$ cat src/rtl/lms_adapt_ctrl_pkg.sv
// Shared definitions for the LMS adaptation controller.
// Latency: n/a (types and constants only).
// Backpressure: n/a.
package lms_ctrl_pkg;

  // Controller states; the encodings are visible on o_state.
  typedef enum logic [2:0] {
    ST_IDLE   = 3'd0,
    ST_FLUSH  = 3'd1,
    ST_TRAIN  = 3'd2,
    ST_TRACK  = 3'd3,
    ST_FROZEN = 3'd4
  } state_t;

  // Largest positive Q16.16 value; the averager's reload and ceiling value.
  localparam logic [31:0] Q16_MAX_POS = 32'h7FFF_FFFF;

  // Default tuning values.
  localparam int AVG_SHIFT_DEF = 4;
  localparam int HOLD_CNT_DEF  = 8;
  localparam int FLUSH_CYC_DEF = 4;

endpackage

$ cat src/rtl/lms_adapt_ctrl_err_avg_lpf.sv
// Leaky average of |error|: abs with saturation, then avg += (|e| - avg) >>> AVG_SHIFT.
// Latency: avg registered, one cycle after en; avg_nxt is the combinational next value.
// Backpressure: none; one update per cycle with en, load_max has priority.
module err_avg_lpf #(
  parameter int NB_DATA   = 32,
  parameter int AVG_SHIFT = 4
) (
  input  logic               i_clk,
  input  logic               i_rst_n,
  input  logic               load_max,
  input  logic               en,
  input  logic [NB_DATA-1:0] error,
  output logic [NB_DATA-1:0] avg,
  output logic [NB_DATA-1:0] avg_nxt
);

  localparam logic [NB_DATA-1:0] MAX_POS = {1'b0, {(NB_DATA-1){1'b1}}};
  localparam logic [NB_DATA-1:0] MIN_NEG = {1'b1, {(NB_DATA-1){1'b0}}};

  logic [NB_DATA-1:0]      mag;
  logic signed [NB_DATA:0] diff;
  logic signed [NB_DATA:0] step;
  logic signed [NB_DATA:0] sum;

  // Magnitude, leak step and clamp of the updated average to [0, MAX_POS].
  always_comb begin
    mag = error;
    if (error[NB_DATA-1]) begin
      mag = (error == MIN_NEG) ? MAX_POS : -error;
    end
    diff = $signed({1'b0, mag}) - $signed({1'b0, avg});
    step = diff >>> AVG_SHIFT;
    sum  = $signed({1'b0, avg}) + step;
    if (sum[NB_DATA]) begin
      avg_nxt = '0;
    end else if (sum[NB_DATA-1]) begin
      avg_nxt = MAX_POS;
    end else begin
      avg_nxt = sum[NB_DATA-1:0];
    end
  end

  // Average register: reload to max on flush, otherwise integrate on en.
  always_ff @(posedge i_clk or negedge i_rst_n) begin
    if (!i_rst_n) begin
      avg <= '0;
    end else if (load_max) begin
      avg <= MAX_POS;
    end else if (en) begin
      avg <= avg_nxt;
    end
  end

endmodule

$ cat src/rtl/lms_adapt_ctrl.sv
// Sequencer for the 3-tap adaptive FIR/LMS: flush, train, track, freeze.
// Latency: state and control outputs registered (1 cycle); o_sample_en combinational.
// Backpressure: o_ready low in IDLE/FLUSH; samples accepted every cycle otherwise.
module lms_adapt_ctrl
  import lms_ctrl_pkg::*;
#(
  parameter int NB_DATA   = 32,
  parameter int NB_CNT    = 16,
  parameter int AVG_SHIFT = AVG_SHIFT_DEF,
  parameter int HOLD_CNT  = HOLD_CNT_DEF,
  parameter int FLUSH_CYC = FLUSH_CYC_DEF
) (
  input  logic               i_clk,
  input  logic               i_rst_n,
  input  logic               i_start,
  input  logic               i_stop,
  input  logic               i_freeze,
  input  logic [NB_CNT-1:0]  i_train_len,
  input  logic [NB_DATA-1:0] i_thresh,
  input  logic               i_valid,
  output logic               o_ready,
  output logic               o_sample_en,
  input  logic               i_err_valid,
  input  logic [NB_DATA-1:0] i_error,
  output logic               o_flush,
  output logic               o_adapt_en,
  output logic               o_converged,
  output logic               o_timeout,
  output logic [NB_DATA-1:0] o_err_avg,
  output logic [2:0]         o_state
);

  localparam int HW = $clog2(HOLD_CNT + 1);
  localparam int FW = $clog2(FLUSH_CYC + 1);
  localparam logic [HW-1:0] HOLD_TGT  = HW'(HOLD_CNT);
  localparam logic [FW-1:0] FLUSH_END = FW'(FLUSH_CYC - 1);

  state_t             state;
  state_t             nxt_state;
  logic [NB_CNT-1:0]  samp_cnt;
  logic [NB_CNT-1:0]  samp_cnt_nxt;
  logic [NB_CNT-1:0]  len_eff;
  logic [HW-1:0]      hold_cnt;
  logic [HW-1:0]      hold_nxt;
  logic [FW-1:0]      flush_cnt;
  logic [NB_DATA-1:0] avg_nxt;
  logic               in_run;
  logic               avg_en;
  logic               train_upd;
  logic               conv_hit;
  logic               len_hit;
  logic               diverged;
  logic               go_flush;

  assign o_sample_en = i_valid & o_ready;
  assign o_state     = state;

  err_avg_lpf #(
    .NB_DATA   (NB_DATA),
    .AVG_SHIFT (AVG_SHIFT)
  ) u_err_avg (
    .i_clk    (i_clk),
    .i_rst_n  (i_rst_n),
    .load_max (go_flush),
    .en       (avg_en),
    .error    (i_error),
    .avg      (o_err_avg),
    .avg_nxt  (avg_nxt)
  );

  // Command decode, training counters look-ahead and next-state selection.
  always_comb begin
    len_eff      = (i_train_len == '0) ? NB_CNT'(1) : i_train_len;
    in_run       = state inside {ST_TRAIN, ST_TRACK, ST_FROZEN};
    avg_en       = i_err_valid & in_run;
    // Counters only advance on a sample that leaves the FSM in TRAIN or finishes it.
    train_upd    = (state == ST_TRAIN) & i_err_valid & ~i_stop & ~i_start & ~i_freeze;
    samp_cnt_nxt = samp_cnt + NB_CNT'(1);
    hold_nxt     = (avg_nxt < i_thresh) ? hold_cnt + HW'(1) : '0;
    conv_hit     = train_upd & (hold_nxt == HOLD_TGT);
    len_hit      = train_upd & (samp_cnt_nxt >= len_eff);
    diverged     = o_converged & ({1'b0, o_err_avg} > {i_thresh, 1'b0});
    go_flush     = ~i_stop & (i_start | ((state == ST_TRACK) & ~i_freeze & diverged));

    nxt_state = state;
    if (i_stop) begin
      nxt_state = ST_IDLE;
    end else if (i_start) begin
      nxt_state = ST_FLUSH;
    end else if (i_freeze && (state inside {ST_TRAIN, ST_TRACK})) begin
      nxt_state = ST_FROZEN;
    end else begin
      case (state)
        ST_FLUSH:  if (flush_cnt == FLUSH_END) nxt_state = ST_TRAIN;
        ST_TRAIN:  if (conv_hit || len_hit) nxt_state = ST_TRACK;
        ST_TRACK:  if (diverged) nxt_state = ST_FLUSH;
        ST_FROZEN: if (!i_freeze) nxt_state = ST_TRACK;
        default:   nxt_state = state;
      endcase
    end
  end

  // State register, registered state decode, counters and sticky flags.
  always_ff @(posedge i_clk or negedge i_rst_n) begin
    if (!i_rst_n) begin
      state       <= ST_IDLE;
      o_flush     <= 1'b0;
      o_ready     <= 1'b0;
      o_adapt_en  <= 1'b0;
      o_converged <= 1'b0;
      o_timeout   <= 1'b0;
      samp_cnt    <= '0;
      hold_cnt    <= '0;
      flush_cnt   <= '0;
    end else begin
      state      <= nxt_state;
      o_flush    <= (nxt_state == ST_FLUSH);
      o_ready    <= (nxt_state inside {ST_TRAIN, ST_TRACK, ST_FROZEN});
      o_adapt_en <= (nxt_state inside {ST_TRAIN, ST_TRACK});
      if (go_flush) begin
        flush_cnt   <= '0;
        samp_cnt    <= '0;
        hold_cnt    <= '0;
        o_converged <= 1'b0;
        o_timeout   <= 1'b0;
      end else begin
        if (state == ST_FLUSH) begin
          flush_cnt <= flush_cnt + FW'(1);
        end
        if (train_upd) begin
          samp_cnt <= samp_cnt_nxt;
          hold_cnt <= hold_nxt;
          if (conv_hit) begin
            o_converged <= 1'b1;
          end else if (len_hit) begin
            o_timeout <= 1'b1;
          end
        end
      end
    end
  end

endmodule
$ cat config.mk
export PLATFORM = sky130hd
export DESIGN_NAME = lms_adapt_ctrl
export DESIGN_NICKNAME = d
export VERILOG_FILES = /design/src/rtl/lms_adapt_ctrl_pkg.sv /design/src/rtl/lms_adapt_ctrl_err_avg_lpf.sv /design/src/rtl/lms_adapt_ctrl.sv
export SDC_FILE = /design/constraint.sdc
export NUM_CORES = 1
export LEC_CHECK = 0
export ABC_CLOCK_PERIOD_IN_PS = 9800
export CORE_UTILIZATION = 45
export DETAILED_ROUTE_END_ITERATION = 10
export HOLD_SLACK_MARGIN = 0.06
export PLACE_DENSITY = 0.74
export SETUP_SLACK_MARGIN = 0.15
export SLEW_MARGIN = 20
export SYNTH_ARGS = -nofsm -noshare
export SYNTH_HDL_FRONTEND = slang
export SYNTH_SLANG_ARGS = --single-unit
export TNS_END_PERCENT = 20
$ cat constraint.sdc
create_clock -name i_clk -period 9.8 [get_ports i_clk]
set_input_delay 1.96 -clock i_clk [delete_from_list [all_inputs] [get_ports i_clk]]
set_output_delay 1.96 -clock i_clk [all_outputs]
set_load 0.05 [all_outputs]
## Yosys cells after proc, flatten, opt, wreduce, memory -nomap -nowiden

Index checks and enable logic that the tools add are counted.

- Bits in registers: 63
- Bits of input ports: 87
- Output and inout bits: 41
- Logic and storage cells: 90

- Add/sub/neg operators: 6
- Magnitude comparators: 3
- Equality and inequality tests: 12
- Multiplexer cells: 29
- Bitwise gates (word level): 16
- Reduce and logical (&&, ||, !) cells: 14

Operators by type and width:

| operator | number |
|---|---|
| 2-to-1 mux 32 bit | 4 |
| 2-to-1 mux 31 bit | 2 |
| 2-to-1 mux 16 bit | 3 |
| adder 33 x 29 -> 33 bit | 1 |
| greater-than comparator 32 x 33 -> 1 bit | 1 |
| subtractor 32 x 32 -> 33 bit | 1 |
| equality test 32 bit, second input constant | 1 |
| less-than comparator 32 bit | 1 |
| negation 32 bit | 1 |
| 2-to-1 mux 3 bit | 9 |
| adder 16 x 1 -> 16 bit, second input constant | 1 |
| >= comparator 16 bit | 1 |
| zero test 16 bit | 1 |
| equality test 3 x 2 -> 1 bit, second input constant | 5 |
| nonzero test 2 bit | 7 |
| AND 1 bit | 12 |
| 2-to-1 mux 4 bit | 3 |
| case mux 3 bit (4 select lines) | 1 |
| 2-to-1 mux 1 bit | 7 |
| equality test 3 x 1 -> 1 bit, second input constant | 2 |
| equality test 3 bit, second input constant | 2 |
| nonzero test 3 bit | 2 |
| adder 4 x 1 -> 4 bit, second input constant | 1 |
| equality test 4 bit, second input constant | 1 |
| other kinds (8) | 10 |

## Logic depth before layout (Yosys ltp)

- Depth in word-level cells: 19
- Mapped depth: 41
- Depth with buffers taken out: 39

## By module

A second synthesis with hierarchy kept.

- Cells, all modules: 1139
- Area total of the unflattened synthesis: 8978.6 sq um

Modules (own cells, without submodules):

| module | times used | cells each | area each (sq um) | sequential area each (sq um) |
|---|---|---|---|---|
| err_avg_lpf | 1 | 691 | 5252.5 | 775.7 |
| lms_adapt_ctrl | 1 | 448 | 3726.1 | 775.7 |

## Least setup slack after synthesis

No wires, ideal clock.

- Kind: input to register
- Start point: input i_error[19]
- End point: register o_flush
- Setup time: 88 ps
- Arrival time: 10192 ps
- Required time: 9712 ps
- Slack: -480 ps
- Stages on the path: 38
- Path buffers: 3
- Path through: or3_1 > or3_1 > or4_1 > inv_1 > nand2_1 > clkbuf_1 > clkbuf_1 > nand2_1 > ha_1 > and2_1 > a221oi_1 > o221ai_1 > nor2b_1 > a2111oi_0 > a21o_1 > a31oi_1 > a31o_2 > xor2_1 > (+2 left out) > a31o_2 > nor3_1 > a311oi_1 > nor2_1 > xor2_1 > buf_2 > o41a_1 > ha_1 > a21o_1 > a21o_1 > a211o_1 > or4_1 > nor4b_1 > a21boi_0 > mux2i_1 > nand3_2 > a31o_2 > nor3b_1

- Cells in the longest elaborated chain, start to end: 18
- Elaborated cells on any way between the ends: 19
- Those cells by class: add/sub (3); order compare (1); eq/ne (3); mux (10); bitwise (1); reduce/logical (1)

RTL lines:

| element | line | RTL |
|---|---|---|
| from (decl) | lms_adapt_ctrl.sv:24 | `input logic [NB_DATA-1:0] i_error,` |
| negation 32 bit / equality test 32 bit (equally long branches) | lms_adapt_ctrl_err_avg_lpf.sv:29 | `mag = (error == MIN_NEG) ? MAX_POS : -error;` |
| 2-to-1 mux 32 bit | lms_adapt_ctrl_err_avg_lpf.sv:29 |  |
| 2-to-1 mux 32 bit * | lms_adapt_ctrl_err_avg_lpf.sv:28 | `if (error[NB_DATA-1]) begin` |
| subtractor 32 x 32 -> 33 bit * | lms_adapt_ctrl_err_avg_lpf.sv:31 | `diff = $signed({1'b0, mag}) - $signed({1'b0, avg});` |
| adder 33 x 29 -> 33 bit * | lms_adapt_ctrl_err_avg_lpf.sv:33 | `sum = $signed({1'b0, avg}) + step;` |
| 2-to-1 mux 31 bit | lms_adapt_ctrl_err_avg_lpf.sv:36 | `end else if (sum[NB_DATA-1]) begin` |
| 2-to-1 mux 31 bit * | lms_adapt_ctrl_err_avg_lpf.sv:34 | `if (sum[NB_DATA]) begin` |
| less-than comparator 32 bit * | lms_adapt_ctrl.sv:79 | `hold_nxt = (avg_nxt < i_thresh) ? hold_cnt + HW'(1) : '0;` |
| (+3 left out) | -- |  |
| logical OR 1 bit * | lms_adapt_ctrl.sv:95 | `ST_TRAIN: if (conv_hit \|\| len_hit) nxt_state = ST_TRACK;` |
| 2-to-1 mux 3 bit * | lms_adapt_ctrl.sv:95 |  |
| case mux 3 bit (4 select lines) * | lms_adapt_ctrl.sv:93 | `case (state)` |
| 2-to-1 mux 3 bit * | lms_adapt_ctrl.sv:90 | `end else if (i_freeze && (state inside {ST_TRAIN, ST_TRACK})) begin` |
| 2-to-1 mux 3 bit * | lms_adapt_ctrl.sv:88 | `end else if (i_start) begin` |
| 2-to-1 mux 3 bit * | lms_adapt_ctrl.sv:86 | `if (i_stop) begin` |
| via nxt_state[0] | lms_adapt_ctrl.sv:39 | `state_t nxt_state;` |
| equality test 3 x 1 -> 1 bit * | lms_adapt_ctrl.sv:117 | `o_flush <= (nxt_state == ST_FLUSH);` |
| to (signal assigned) | lms_adapt_ctrl.sv:117 |  |
| to (decl) | lms_adapt_ctrl.sv:25 | `output logic o_flush,` |

Mark *: on every way through the listed nets, which the timed path passes. The rest lies on a longest branch.
A chain may end at the register's enable or synchronous reset.

## Worst setup path in the final report

- Start point: input i_error[17]
- End point: register o_flush

The elaborated chain is that of the path after synthesis.

==> PnR_summary.wiki <==
{| class="wikitable"
! Metric !! Value
|-
| Number of slew-limit violations in the final report || 0
|-
| Die ar. || 20340 um^2
|-
| Count of TritonRoute iterations in the first routing pass || 5
|-
| Antenna diode count || 0
|-
| Total overflow reported by the global router || 0
|-
| Leading cell types by count after synthesis || sky130_fd_sc_hd__nand2_1 (148), sky130_fd_sc_hd__ha_1 (143), sky130_fd_sc_hd__inv_1 (95)
|-
| Core region area || 19400 um^2
|-
| Critical Path Source Type || input pin
|-
| Crit path largest cell delay || 0.57 ns
|-
| RSZ-0062 raised after global routing || yes
|-
| Master cell of the clock root buffer || sky130_fd_sc_hd__clkbuf_16
|-
| Top cells by area, synth || sky130_fd_sc_hd__ha_1 (20%), sky130_fd_sc_hd__dfrtp_1 (17%), sky130_fd_sc_hd__nand2_1 (6.2%)
|-
| Post-placement cell count || 1771
|-
| Distinct cell type count of the synthesized netlist || 80
|-
| Sinks on the clock net || 62
|-
| Maximum fanout along the worst path || 8
|-
| Yosys synthesis warning count || 0
|-
| Detailed-route via count || 10180
|-
| Critical path start-end classification || input pin to flop
|-
| Worst Reg2Reg Path Length in Cells || 34
|-
| Placer congestion estimate || 0.9128
|-
| Site Rows || 51
|-
| Critical R2R Launch || u_err_avg.avg[4]
|-
| Final core utilization || 69.60%
|-
| Busiest metal layer after global routing || met2
|-
| Clock Latency Late Sink || 0.35 ns
|-
| Worst clock skew || 0.008682 ns
|-
| Synth Register Bits || 62
|-
| Mapped Area || 8900 um^2
|-
| Post-Layout Inst Area || 13500 um^2
|-
| Standby leakage power || 6.917 nW
|-
| Post-DRT Antenna Nets || 0
|-
| Fraction of registers with async set/reset || 100.0%
|-
| CTS tree || yes
|-
| Share of layout cells above drive strength 1 || 27.58%
|-
| DRC marker count from the first detailed-route iteration || 545
|-
| Average wire per cell in the routed design || 17.11 um
|-
| Post-synthesis cell type with the largest combined area || sky130_fd_sc_hd__ha_1
|-
| Overall track demand over capacity in global routing || 31.29%
|-
| Placement Cell Area || 12660 um^2
|-
| Maximum number of pins on one net before global-route repair || 63
|-
| Area added between synthesis and finish || 51.71%
|-
| Post-route setup slack || -0.07842 ns
|-
| Count of hold-fix buffers inserted at cts || 0
|-
| Fraction of the cycle the final worst path needs || 100.8%
|-
| Clock buffers created by TritonCTS || 9
|-
| Total count of hold-check failures in the final report || 0
|-
| Post-Synthesis Net Count || 1375
|-
| Via count of the first global-routing pass || 10150
|-
| Post-Syn Instances || 1144
|-
| Endpoint type of the worst setup path || flop
|-
| Number of H-tree levels || 3
|-
| Placed wire-length estimate || 24260 um
|-
| Mean instance size in the synthesized netlist || 7.780 um^2
|-
| Wire length of the first global-routing pass || 49800 um
|-
| Final cell count without fillers || 1817
|-
| Die Y-Extent || 142.6 um
|-
| Flip-flop cell with the highest count after synthesis || sky130_fd_sc_hd__dfrtp_1
|-
| Required time of the critical path || 10.07 ns
|-
| Worst Hold Path Cells || 1
|-
| Post-placement setup slack || -0.9594 ns
|-
| Register clock-pin slew on the reported worst setup and hold paths || 0.06 ns
|-
| Maximum count of clock buffers along a single path || 2
|-
| Count of input and output buffers || 126
|-
| Vias per std cell || 5.603
|-
| Worst-margin pin slew || 0.8782 ns
|-
| Critical hold path startpoint || flush_cnt[2]
|-
| Number of antenna violations at the first check in global routing || 0
|-
| Detailed-route wire length || 31080 um
|-
| Post-detailed-route DRC marker count || 0
|-
| Max-cap viol count || 0
|-
| Minimum clock period after layout || 9.878 ns
|-
| Maximum vdd drop || 0.00008893 V
|-
| Met3 track demand over resource || 3.957%
|-
| Met1 Usage GRT || 37.69%
|-
| Achievable clock frequency || 101.2 MHz
|-
| Hold Crit Class || flop to flop
|-
| Critical path arrival || 10.15 ns
|-
| Summed negative setup slack over all endpoints || -0.3290 ns
|-
| Total power divided by cell area || 107.6 nW/um^2
|-
| Met2 Resource Use GR || 55.86%
|-
| Initial standard-cell utilization of the core || 45.88%
|-
| Seq/Total Area, Yosys || 17.43%
|-
| Total power || 1.452 mW
|-
| Most common cell in the netlist || sky130_fd_sc_hd__nand2_1
|-
| Number of enable flip-flop cells after synthesis || 0
|-
| Total I/O pin count || 128
|-
| Status || finished with violations
|-
| Final hold slack || 0.5319 ns
|-
| Worst rel slew slack || 41.46%
|-
| Setup violators final || 7
|-
| NumNets Final || 1779
|-
| Critical-path top delay cell || sky130_fd_sc_hd__or4_4
|-
| Die width || 142.6 um
|-
| Share of the synthesized area in the top cell type || 20.10%
|-
| Violated checks || setup timing
|-
| Critical path startpoint || i_error[17]
|}
placed cells by master, fill, tap and decap left out, drive strengths merged, types with 13 or more instances in the layout:
master         count
a21oi             66
dlygate4sd2       16
nor2              55
o21ai             90
dfrtp             62
nand3             21
ha               143
clkdlybuf4s50    105
o21a              24
buf              303
a21boi            20
xnor2             33
a21o              54
nor2b             15
and3              18
nor3              15
o21bai            13
nand4             23
xor2              63
nand2            148
inv               96
state kept, by name (all words and copies together) (netlist names):
name and cells:
o_timeout 1, hold_cnt 4, o_adapt_en 1, flush_cnt 3, o_state 3, samp_cnt 16, u_err_avg.avg 31, o_flush 1
o_converged 1, o_ready 1
cell families after synthesis:
kind of cell / count (synthesis) / synth area share, %
other cells: 1 / 0.04214
mux: 4 / 0.4780
compound gates: 353 / 26.87
simple gates: 357 / 19.82
buf+inv: 127 / 5.497
flops: 62 / 17.43
fa+ha+maj: 144 / 20.33
xor+xnor: 96 / 9.532
worst max-delay path, delay by kind of cell:
kind,cells,cell delay [ns]
compound gates,12,2.42
xor+xnor,2,0.31
fa+ha+maj,3,0.77
buf+inv,7,0.92
mux,1,0.09
simple gates,16,3.68
power breakdown:
part	switching [mW]	internal, mW
registers	0.00952	0.264
clock network	0.132	0.203
logic	0.408	0.436
total	0.549	0.903
final timing paths:
check,endpoint,slack [ns]
setup reg to reg,o_flush,2.49
setup / recovery,o_flush,-0.08
max in group asynchronous,u_err_avg.avg[8],7.41
hold / removal,flush_cnt[2],0.53
min in group asynchronous,u_err_avg.avg[23],1.80
hold reg to reg,flush_cnt[2],0.53
metal layers:
metal / part of all wire, % / up-vias
met1: 42 / 4823
met4: 4.0 / 0
li1: - / 4947
met5: 0 / -
met3: 4.8 / 85
met2: 49 / 326
layout make-up:
cell class / instances / area, um^2
Clock inverter: 5 / 58.81
Clock buffer: 10 / 239.0
Fill cell: 1547 / 5897
Timing Repair Buffer: 425 / 3581
Multi-Input combinational cell: 955 / 7383
Tap cell: 265 / 331.6
Inverter: 95 / 356.6
Sequential cell: 62 / 1551
what timing repair did:
action	4_1_cts	5_1_grt
setup buffers	26	4
gates resized for setup	78	23
endpoints found under the setup margin	8	8
gates cloned	1	0
pin swaps	42	20
No activity file was read; power rests on OpenSTA's default activity.
